File: src/rtl/karatsuba_pkg.sv
// Shared definitions for the sequential one-level Karatsuba multiplier:
// state encoding and the width helpers derived from the operand width.
package karatsuba_pkg;

    localparam int ST_W = 3;

    typedef enum logic [ST_W-1:0] {
        S0 = 3'b000,  // IDLE
        S1 = 3'b001,  // SUM
        S2 = 3'b010,  // Z0
        S3 = 3'b011,  // Z2
        S4 = 3'b100,  // Z1
        S5 = 3'b101   // COMBINE
    } state_e;

    function automatic int half_w(input int n);
        return n / 2;
    endfunction

    // Half sums keep their carry, so they are one bit wider than a half operand.
    function automatic int sum_w(input int n);
        return (n / 2) + 1;
    endfunction

    function automatic int prod_w(input int n);
        return n + 2;
    endfunction

endpackage

File: src/rtl/karatsuba_next_state.sv
// Combinational next-state decoder for the Karatsuba sequencer.
// ack_i must already be qualified with an outstanding request.
module karatsuba_next_state
    import karatsuba_pkg::*;
(
    input  state_e state_i,
    input  logic   start_i,
    input  logic   ack_i,
    output state_e state_o
);

    // Advance through the three sub-products; unused encodings fall back to idle.
    always_comb begin
        state_o = S0;
        case (state_i)
            S0:      state_o = start_i ? S1 : S0;
            S1:      state_o = S2;
            S2:      state_o = ack_i ? S3 : S2;
            S3:      state_o = ack_i ? S4 : S3;
            S4:      state_o = ack_i ? S5 : S4;
            S5:      state_o = S0;
            default: state_o = S0;
        endcase
    end

endmodule

File: src/rtl/karatsuba_seq_ctrl.sv
// Sequential one-level Karatsuba multiplier: owns the state register, the
// operand and partial-product registers, and the final combine stage.
module karatsuba_seq_ctrl
    import karatsuba_pkg::*;
#(
    parameter int WIDTH = 8
) (
    input  logic                        clk_i,
    input  logic                        reset_n_i,
    input  logic                        start_i,
    input  logic [WIDTH-1:0]            x_i,
    input  logic [WIDTH-1:0]            y_i,
    output logic                        busy_o,
    output logic                        done_o,
    output logic [2*WIDTH-1:0]          p_o,
    output logic                        mul_req_o,
    output logic [sum_w(WIDTH)-1:0]     mul_a_o,
    output logic [sum_w(WIDTH)-1:0]     mul_b_o,
    input  logic                        mul_ack_i,
    input  logic [prod_w(WIDTH)-1:0]    mul_p_i
);

    localparam int N  = WIDTH;
    localparam int H  = half_w(WIDTH);
    localparam int SW = sum_w(WIDTH);
    localparam int PW = prod_w(WIDTH);
    localparam int RW = 2 * WIDTH;

    state_e          state_q;
    state_e          state_d;
    logic            busy_q;
    logic            done_q;
    logic [RW-1:0]   p_q;
    logic            mul_req_q;
    logic [SW-1:0]   mul_a_q;
    logic [SW-1:0]   mul_b_q;
    logic [N-1:0]    xr_q;
    logic [N-1:0]    yr_q;
    logic [SW-1:0]   sx_q;
    logic [SW-1:0]   sy_q;
    logic [PW-1:0]   z0_q;
    logic [PW-1:0]   z2_q;
    logic [PW-1:0]   zm_q;

    logic            ack_s;
    logic [SW-1:0]   sx_s;
    logic [SW-1:0]   sy_s;
    logic [PW-1:0]   z1_s;
    logic [RW-1:0]   p_s;

    // An acknowledge only counts while a request is actually outstanding.
    assign ack_s = mul_ack_i & mul_req_q;

    assign sx_s = SW'(xr_q[H-1:0]) + SW'(xr_q[N-1:H]);
    assign sy_s = SW'(yr_q[H-1:0]) + SW'(yr_q[N-1:H]);
    assign z1_s = zm_q - z0_q - z2_q;
    assign p_s  = (RW'(z2_q) << N) + (RW'(z1_s) << H) + RW'(z0_q);

    karatsuba_next_state u_next_state (
        .state_i (state_q),
        .start_i (start_i),
        .ack_i   (ack_s),
        .state_o (state_d)
    );

    // Sequencer state, handshake outputs and datapath registers.
    always_ff @(posedge clk_i) begin
        if (!reset_n_i) begin
            state_q   <= S0;
            busy_q    <= 1'b0;
            done_q    <= 1'b0;
            p_q       <= '0;
            mul_req_q <= 1'b0;
            mul_a_q   <= '0;
            mul_b_q   <= '0;
            xr_q      <= '0;
            yr_q      <= '0;
            sx_q      <= '0;
            sy_q      <= '0;
            z0_q      <= '0;
            z2_q      <= '0;
            zm_q      <= '0;
        end else begin
            state_q <= state_d;
            busy_q  <= (state_d != S0);
            case (state_q)
                S0: begin
                    if (start_i) begin
                        xr_q   <= x_i;
                        yr_q   <= y_i;
                        done_q <= 1'b0;
                    end
                end
                S1: begin
                    sx_q      <= sx_s;
                    sy_q      <= sy_s;
                    mul_req_q <= 1'b1;
                    mul_a_q   <= SW'(xr_q[H-1:0]);
                    mul_b_q   <= SW'(yr_q[H-1:0]);
                end
                S2: begin
                    if (ack_s) begin
                        z0_q      <= mul_p_i;
                        mul_req_q <= 1'b0;
                        mul_a_q   <= SW'(xr_q[N-1:H]);
                        mul_b_q   <= SW'(yr_q[N-1:H]);
                    end
                end
                // Operands change only during the single request-low cycle.
                S3: begin
                    if (ack_s) begin
                        z2_q      <= mul_p_i;
                        mul_req_q <= 1'b0;
                        mul_a_q   <= sx_q;
                        mul_b_q   <= sy_q;
                    end else begin
                        mul_req_q <= 1'b1;
                    end
                end
                S4: begin
                    if (ack_s) begin
                        zm_q      <= mul_p_i;
                        mul_req_q <= 1'b0;
                    end else begin
                        mul_req_q <= 1'b1;
                    end
                end
                S5: begin
                    p_q    <= p_s;
                    done_q <= 1'b1;
                end
                default: begin
                    done_q    <= 1'b0;
                    mul_req_q <= 1'b0;
                end
            endcase
        end
    end

    assign busy_o    = busy_q;
    assign done_o    = done_q;
    assign p_o       = p_q;
    assign mul_req_o = mul_req_q;
    assign mul_a_o   = mul_a_q;
    assign mul_b_o   = mul_b_q;

endmodule
File: config.mk
export PLATFORM = sky130hd
export DESIGN_NAME = karatsuba_seq_ctrl
export DESIGN_NICKNAME = d
export VERILOG_FILES = /design/src/rtl/karatsuba_pkg.sv /design/src/rtl/karatsuba_next_state.sv /design/src/rtl/karatsuba_seq_ctrl.sv
export SDC_FILE = /design/constraint.sdc
export NUM_CORES = 1
export LEC_CHECK = 0
export ABC_AREA = 1
export ABC_CLOCK_PERIOD_IN_PS = 3590
export CAP_MARGIN = 20
export CELL_PAD_IN_SITES_DETAIL_PLACEMENT = 1
export CELL_PAD_IN_SITES_GLOBAL_PLACEMENT = 1
export CORE_MARGIN = 3
export CORE_UTILIZATION = 37
export DETAILED_ROUTE_END_ITERATION = 10
export GPL_ROUTABILITY_DRIVEN = 0
export PLACE_DENSITY_LB_ADDON = 0.1
export SETUP_SLACK_MARGIN = 0.02
export SYNTH_ARGS = -nofsm -noshare
export SYNTH_HDL_FRONTEND = slang
export SYNTH_SLANG_ARGS = --single-unit
File: constraint.sdc
create_clock -name clk_i -period 3.59 [get_ports clk_i]
set_clock_uncertainty 0.2 [all_clocks]
set_input_delay 0.359 -clock clk_i [delete_from_list [all_inputs] [get_ports clk_i]]
set_output_delay 0.359 -clock clk_i [all_outputs]
set_load 0.1 [all_outputs]
# Yosys cells after proc, flatten, opt, wreduce, memory -nomap -nowiden
# Cells that the tools add are included.
# word_totals
out_inout_bits,29
mem_count,0
ram_bits,0
inputBits,30
rom_bits,0
latch_bits,0
word_cells,60
reg_bits,88
# op_classes
n_bitwise,3
n_eq_ne,8
n_lt_le_gt_ge,0
shift,0
reduce_logical,13
n_div,0
n_addsub,6
n_mul,0
muxes,16
# ops
operator,n
$pmux 5 s3,2
$mux 5,4
$sub 10x10->10,2
$add 16x10->16,1
$add 16x14->16,1
$pmux 3 s5,1
$reduce_and 2->1,6
$add 4x4->5,2
$eq 3x2->1 const B,2
$eq 3x3->1 const B,2
$mux 1,6
$reduce_bool 3->1,2
$ne 2x1->1 const B,2
$pmux 1 s4,1
$reduce_or 2->1,2
$reduce_or 4->1,1
$eq 3x1->1 const B,1
$logic_not 3->1,1
$mux 3,1
$pmux 1 s3,1
$reduce_and 3->1,1
$ne 2x2->1 const B,1
$not 1->1,2
$and 1x1->1,1

# Logic depth before layout (Yosys ltp)
# Gate-level depths: netlist of the first run.
# depth
depth_word,4
depth_mapped,24
ltp_nobuf,24

# Modules after synthesis
# Synthesis of the first run repeated with hierarchy kept, for this count alone.
# unflattened
cells_unflattened,647
hier_area_um2,4934.7
# modules_own_cells
module,cells_each,area_each_um2,seq_area_each_um2,n_inst
karatsuba_seq_ctrl,630,4859.7,1761.7,1
karatsuba_next_state,17,75.1,0.0,1

# Worst setup path after synthesis of the first run
# OpenSTA, ideal clock, no wires.
# synth_timing
path_type,register to register
startpoint,register z2_q[2]
endpoint,"register p_q[12], in the netlist p_o[12]"
synth_period_minus_slack_ns,3.592
slack_ns,-0.002
n_path_buf,0
setup_time_ns,0.115
stages_incl_launch_ff,20
t_arrival_ns,3.276
required_ns,3.275
path_cell_list,dfxtp_1 inv_1 fa_1 ha_1 nand2_1 o21ai_0 nand2_1 nand2_1 nand2_1 nand2_1 nand2_1 nand2_1 fa_1 ha_1 a21oi_1 nor2_1 nor2_1 a21oi_1 o21ai_0 inv_1
# synth_between
elab_chain_len,3
# synth_lines
item,line,source
"start, declared",karatsuba_seq_ctrl.sv:42,logic [PW-1:0] z2_q;
"start signal, assigned",karatsuba_seq_ctrl.sv:112,z2_q <= mul_p_i;
$sub 10x10->10,karatsuba_seq_ctrl.sv:56,assign z1_s = zm_q - z0_q - z2_q;
$add 16x14->16 (*),karatsuba_seq_ctrl.sv:57,assign p_s = (RW'(z2_q) << N) + (RW'(z1_s) << H) + RW'(z0_q);
$add 16x10->16 (*),karatsuba_seq_ctrl.sv:57,
"end signal, assigned",karatsuba_seq_ctrl.sv:129,p_q <= p_s;
"end, declared",karatsuba_seq_ctrl.sv:33,logic [RW-1:0] p_q;
# Mark *: on every way between the ends. The rest lies on a longest branch, timed or not.
# A chain may end at the register's enable or synchronous reset.

# Final worst setup path of the first run
# layout_timing
startpoint,register z2_q[5]
endpoint,"register p_q[14], in the netlist p_o[14]"
# Same word-level chain as after synthesis.

==> metrics.md, run 1 <==
| Metric | Value |
|---|---|
| Status | finished, final reports clean |
| Setup TNS | 0 ns |
| Max-slew headroom | 0.3178 |
| Reg clk slew, reported paths | 0.06 ns |
| # DRC | 0 |
| Max VDD drop | 0.2432 mV |
| CTS sink count | 88 |
| Avg WL per Cell | between 15 and 20 um |
| Tmin final | 3.585 ns |
| Syn nets | between 700 and 800 |
| Crit path DAT | 3.63 ns |
| Simple-Gate Fraction of Synth Area | 0.1781 |
| Area grow syn2layout | 33.15% |
| DIE HEIGHT | 120.0 um |
| DP HPWL | 10520 um |
| GRT overflow | 0 |
| Mapped Avg Cell Area | 7.578 sq um |
| Clock Root Buffer | clkbuf_16 |
| IO Count | 59 |
| WS Path Type | flop to flop |
| Fmax | roughly 280 MHz |
| Final Hold Vio Count | 0 |
| Cts hold-fix bufs | 0 |
| Synth Area in Adders | 0.1547 |
| # diodes | 0 |
| Global routing usage on met3 | 0.03346 |
| Initial Util | 0.3887 |
| Startpoint Class | flop |
| Gr usage total | 0.2021 |
| Number of port buffers | between 50 and 60 |
| Ys Warns | 0 |
| Cell Area, Synth | between 0.004 and 0.005 sq mm |
| Pwr Density | approximately 400 mW/mm^2 |
| Leakage power | approximately 2.8 nW |
| Final setup fails | 0 |
| Worst setup EP type | flop |
| Fin crit share | 0.9986 |
| DR vias | ~4500 |
| Worst min path class | flop to flop |
| Largest family of logic cells by synthesized area | compound AO/OA/AOI/OAI gates |
| Seq/Total Area, Yosys | 0.3667 |
| Final Net Count | approximately 800 |
| Worst-margin pin slew | roughly 1.0 ns |
| Largest net degree at the start of global routing | 64 |
| Vias/cell | 5.060 |
| Rows | 40 |
| CTS tree | built |
| Clock latency at the later pin of the worst-skew pair | 0.35 ns |
| Placed Cells incl. Taps | 875 |
| RSZ-0062 raised after global routing | yes |
| GR peak layer | met2 |
| Die W | roughly 120 um |
| Most frequent cells in the layout | 111 x nand2_1, 86 x dfxtp_1, 74 x inv_1 |
| Complex-gate fraction of the synthesized area | 0.1924 |
| Pins Over Slew Limit | 0 |
| CTS buffer count | 9 |
| H-tree levels | 3 |
| Die area | 0.01439 sq mm |
| Synth Instances | around 630 |
| Multiplexer share of the synthesized area | 0 |
| Commonest non-fill, non-tap cell in the layout | nand2_1 |
| Seq cells post-synth | between 80 and 90 |
| Initial antenna violation count | 0 |
| Core Box Area | between 0.01 and 0.015 sq mm |
| Async set or reset register ratio after synthesis | 0 |
| Unique masters post-synth | 29 |
| Synth Flop Type | dfxtp_1 |
| Max-cap check violation count | 0 |
| M1 GR Usage | 0.2694 |
| First-pass GRT wire length | 23290 um |
| DR iter-0 viols | about 170 |
| Finished Layout Cells | 895 |
| Number of global-route vias before repair | 4769 |
| Post-synth EDFFs | 0 |
| DRT Pass-1 Iters | 4 |
| Fraction of layout cells with a size suffix above 1 | 0.1637 |
| Required time of the critical path | 3.64 ns |
| Clock buffer depth | 2 |
| Antenna viol nets, final | 0 |
| Final wirelength | between 10000 and 15000 um |
| M2 GR Usage | 0.3298 |
| Worst Path Max Fanout | 5 |
| Area share of xor/xnor cells in the synthesized design | 0.02552 |
[cell type report]
cell class,instances,area (sq um)
fillers,1522,5964
multi-input cells,443,2959
flip-flops and latches,88,1764
repair buffers,98,879.6
inverters,82,310.3
clock buffers,12,246.5
well taps,168,210.2
clock inverters,4,27.53
[where the power goes]
part           internal (mW)  switching, mW
registers               1.02         0.0331
clock network          0.490          0.409
logic                  0.215          0.362
[Yosys cell counts, types with 4 or more instances]
cell type / n / area (sq um)
a21oi_1: 65 / 325.3
a22oi_1: 8 / 60.06
a31oi_1: 9 / 56.30
buf_2: 8 / 40.04
clkbuf_1: 13 / 48.80
dfxtp_1: 88 / 1762
fa_1: 14 / 280.3
ha_1: 37 / 462.9
inv_1: 76 / 285.3
inv_2: 6 / 22.52
nand2_1: 121 / 454.2
nand3_1: 24 / 120.1
nand4_1: 5 / 31.28
nor2_1: 55 / 206.5
o211ai_1: 4 / 30.03
o21a_1: 6 / 45.04
o21ai_0: 64 / 320.3
o21bai_1: 5 / 37.54
xnor2_1: 5 / 43.79
xor2_1: 9 / 78.83
[worst max-delay path, cell delays in order (launching register included)]
cell     delay [ns]
dfxtp_1        0.38
inv_1          0.09
fa_1           0.47
ha_1           0.33
buf_4          0.17
a21oi_1        0.13
o21a_1         0.13
nand2_1        0.07
xor2_1         0.21
ha_1           0.31
ha_4           0.31
nand2_1        0.09
nor2_2         0.14
nand3_1        0.12
nand4_1        0.14
nand3_2        0.08
nand2_1        0.08
inv_1          0.04
[kinds of logic (layout without fill, tap and decap cells)]
| kind of cell | Yosys count | in the layout |
|---|---|---|
| simple gates | 211 | 211 |
| compound gates | 167 | 167 |
| buf+inv | 103 | 196 |
| flops | 88 | 88 |
| fa+ha+maj | 51 | 51 |
| xor+xnor | 14 | 14 |
[sequential cells by signal, indices dropped and copies added (netlist names), 3 cells and up]
name,cells
z2_q,10
sy_q,5
p_o,16
z0_q,10
xr_q,8
zm_q,10
sx_q,5
mul_b_o,5
mul_a_o,5
yr_q,8
state_q,3
[metal layers]
metal	part of all wire	vias to the layer above
li1	-	2262
met1	0.48	2196
met2	0.48	60
met3	0.032	11
met4	0.012	0
met5	0	-
[timing repair]
| action | in CTS | in global routing |
|---|---|---|
| setup endpoints to repair | 8 | 8 |
| gates cloned | 0 | 0 |
| gates resized for setup | 17 | 49 |
| pin swaps | 5 | 28 |
| endpoints found under the hold margin | 0 | 0 |
| setup buffers | 0 | 4 |
[through the flow]
stage	setup slack (ns)	area, sq um	hold slack, ns	util	total power, mW
after floorplan	0.07890	4805	0.2454	-	1.415
after global placement	-0.1116	5772	0.2524	0.4669	1.576
after detailed placement	-0.2035	5772	0.2601	0.4669	1.592
after CTS	0.02644	6151	0.2692	0.4976	2.513
after global routing	-0.2101	6397	0.3024	0.5175	2.646
final	0.004925	6397	0.2647	0.5175	2.532
[worst paths after layout]
path,startpoint,to,slack [ns],depth (start not counted)
worst max register to register,z2_q[5],p_o[14],0.005,17
worst min register to register,p_o[5],p_o[5],0.26,2
worst min-delay path,p_o[5],p_o[5],0.26,2
worst max-delay path,z2_q[5],p_o[14],0.005,17
(Power assumes the default switching activity.)
==> run 2, diff against run 1 <==
--- a/config.mk
+++ b/config.mk
@@ -10,6 +10,7 @@
 export CAP_MARGIN = 20
 export CELL_PAD_IN_SITES_DETAIL_PLACEMENT = 1
 export CELL_PAD_IN_SITES_GLOBAL_PLACEMENT = 1
+export CORE_ASPECT_RATIO = 1.1
 export CORE_MARGIN = 3
 export CORE_UTILIZATION = 37
 export DETAILED_ROUTE_END_ITERATION = 10
==> run 2 against run 1 <==
  * The run now ends with negative setup slack left
  * First-iteration DRC count down 16%
  * Worst setup slack got worse by 0.027 ns
  * Clock power grew 11%
  * Die area hardly changed
  * Non-clock buffer count up 5
  * Design area increased by 1.9%
  * Maximum frequency is 0.74% lower
  * Sequential share of layout area down 0.48 points
  * Critical path depth up 2
  * Hold slack got worse by 0.030 ns
  * Critical path type unchanged
==> metrics.md, run 2 (same netlist as run 1, synthesis figures left out) <==
| Metric | Value |
|---|---|
| Pins Over Slew Limit | 0 (unchanged) |
| Leakage power | 2.845 nW (was 2.807 nW) |
| Max-cap check violation count | 0 (unchanged) |
| Initial Util | 0.3800 (was 0.3887) |
| Required time of the critical path | 3.64 ns (about the same) |
| Number of port buffers | 58 (unchanged) |
| Vias/cell | 5.136 (was 5.060) |
| Antenna viol nets, final | 0 (unchanged) |
| Tmin final | 3.612 ns (was 3.585 ns) |
| Max FFs per register | 16 (unchanged) |
| Core Box Area | 0.01264 sq mm (was 0.01236 sq mm) |
| Area grow syn2layout | 35.63% (was 33.15%) |
| Final wirelength | 15100 um (was 14340 um) |
| # diodes | 0 (unchanged) |
| Max-slew headroom | 0.3334 (was 0.3178) |
| Worst-margin pin slew | 0.9968 ns (was 1.020 ns) |
| CTS sink count | 88 (unchanged) |
| Design area | 0.006516 sq mm (was 0.006397 sq mm) |
| Fin crit share | 1.006 (was 0.9986) |
| GRT overflow | 0 (unchanged) |
| Worst Path Max Fanout | 4 (was 5) |
| IO Count | 59 (unchanged) |
| DR iter-0 viols | 142 (was 169) |
| Fraction of layout cells with a size suffix above 1 | 0.1899 (was 0.1637) |
| Largest net degree at the start of global routing | 64 (unchanged) |
| Final Hold Vio Count | 0 (unchanged) |
| Number of global-route vias before repair | 4882 (was 4769) |
| Status | finished with violations (was finished, final reports clean) |
| CTS tree | built (unchanged) |
| Clock Root Buffer | clkbuf_16 (unchanged) |
| Crit path DAT | 3.66 ns (was 3.63 ns) |
| # DRC | 0 (unchanged) |
| Pwr Density | 406.1 mW/mm^2 (was 395.8 mW/mm^2) |
| Commonest non-fill, non-tap cell in the layout | nand2_1 (unchanged) |
| DIE HEIGHT | 125.5 um (was 120.0 um) |
| Fmax | 276.9 MHz (was 278.9 MHz) |
| H-tree levels | 3 (unchanged) |
| Overall power | 2.646 mW (was 2.532 mW) |
| Filler instances | 1539 (was 1522) |
| Die area | 0.01439 sq mm (about the same) |
| CTS buffer count | 9 (unchanged) |
| Die W | 114.7 um (was 120.0 um) |
| Finished Layout Cells | 889 (was 895) |
| WHS | 0.2346 ns (was 0.2647 ns) |
| Failing checks | negative setup slack |
| Placed Cells incl. Taps | 871 (was 875) |
| Worst min path class | input port to flop (was flop to flop) |
| RSZ-0062 raised after global routing | yes (unchanged) |
| Cts hold-fix bufs | 0 (unchanged) |
| Clock latency at the later pin of the worst-skew pair | 0.35 ns (about the same) |
| Final Net Count | 808 (was 803) |
| Setup TNS | -0.03499 ns (was 0 ns) |
| DP HPWL | 10670 um (was 10520 um) |
| Rows | 43 (was 40) |
| WS Path Type | flop to flop (unchanged) |
| Clock buffer depth | 2 (unchanged) |
| Worst setup margin | -0.02183 ns (was 0.004925 ns) |
| Startpoint Class | flop (unchanged) |
| DRT Pass-1 Iters | 4 (unchanged) |
| First-pass GRT wire length | 23820 um (was 23290 um) |
| Most frequent cells in the layout | 106 x nand2_1, 85 x dfxtp_1, 73 x inv_1 (was 111 x nand2_1, 86 x dfxtp_1, 74 x inv_1) |
| Avg WL per Cell | 16.99 um (was 16.02 um) |
| DR vias | 4566 (was 4529) |
| Post-place instance area | 0.005811 sq mm (was 0.005772 sq mm) |
| Max VDD drop | 0.2624 mV (was 0.2432 mV) |
| Reg clk slew, reported paths | 0.07 ns (was 0.06 ns) |
| Final setup fails | 2 (was 0) |
| Initial antenna violation count | 0 (unchanged) |
| Post-Place Setup Slack | -0.1507 ns (was -0.2035 ns) |
| Final Core Density | 0.5154 (was 0.5175) |
| Worst setup EP type | flop (unchanged) |
| Gr usage total | 0.2073 (was 0.2021) |
[run 2: changes by cell type in the layout (fill, tap and decap cells not counted), sizes merged]
cell / before / now
inv: 83 / 84
clkbuf: 12 / 10
clkinvlp: 0 / 1
clkinv: 3 / 2
bufinv: 0 / 1
buf: 41 / 46
[run 2: area by class of cell]
cell class	instances	area, sq um	share of cell area
clock buffers	10	239.0	0.03667
clock inverters	6	75.07	0.01152
inverters	82	307.8	0.04723
multi-input cells	443	3019	0.4633
flip-flops and latches	88	1765	0.2709
well taps	157	196.4	0.03015
repair buffers	103	913.4	0.1402
[run 2: worst max-delay path, cell delays in order, from the launching register on]
cell and delay [ns]:
dfxtp_2 0.34, inv_2 0.05, fa_1 0.58, ha_4 0.23, a21oi_4 0.16, o21ai_4 0.08
buf_4 0.13, buf_4 0.14, nand2_1 0.05, nand2_1 0.05, xor2_1 0.17, ha_1 0.33
ha_4 0.32, nand2_2 0.11, nor2_4 0.16, nand3_2 0.11, nand4_1 0.11, nand3_1 0.08
nand2_1 0.07, inv_1 0.03
[run 2: layer usage]
layer	global-route usage	wire, um	vias up
li1	-	-	2270
met1	0.2351	6117	2212
met2	0.3851	8287	57
met3	0.03243	359	27
met4	0.07407	336	0
met5	0	0	-
[run 2: report_power, final]
group / switching (mW) / internal (mW)
Sequential: 0.0319 / 1.02
Clock: 0.431 / 0.569
Combinational: 0.373 / 0.220
[run 2: final timing paths]
check | depth (start not counted) | startpoint | slack (ns) | to
max | 19 | z2_q[2] | -0.02 | p_o[14]
min | 3 | reset_n_i | 0.23 | state_q[0]
max reg2reg | 19 | z2_q[2] | -0.02 | p_o[14]
min reg2reg | 2 | sx_q[0] | 0.27 | sx_q[0]
[run 2: repair_timing]
item,4_1_cts,5_1_grt
gates resized for setup,13,63
buffers inserted,0,2
pin swaps,4,23
setup endpoints to repair,7,8
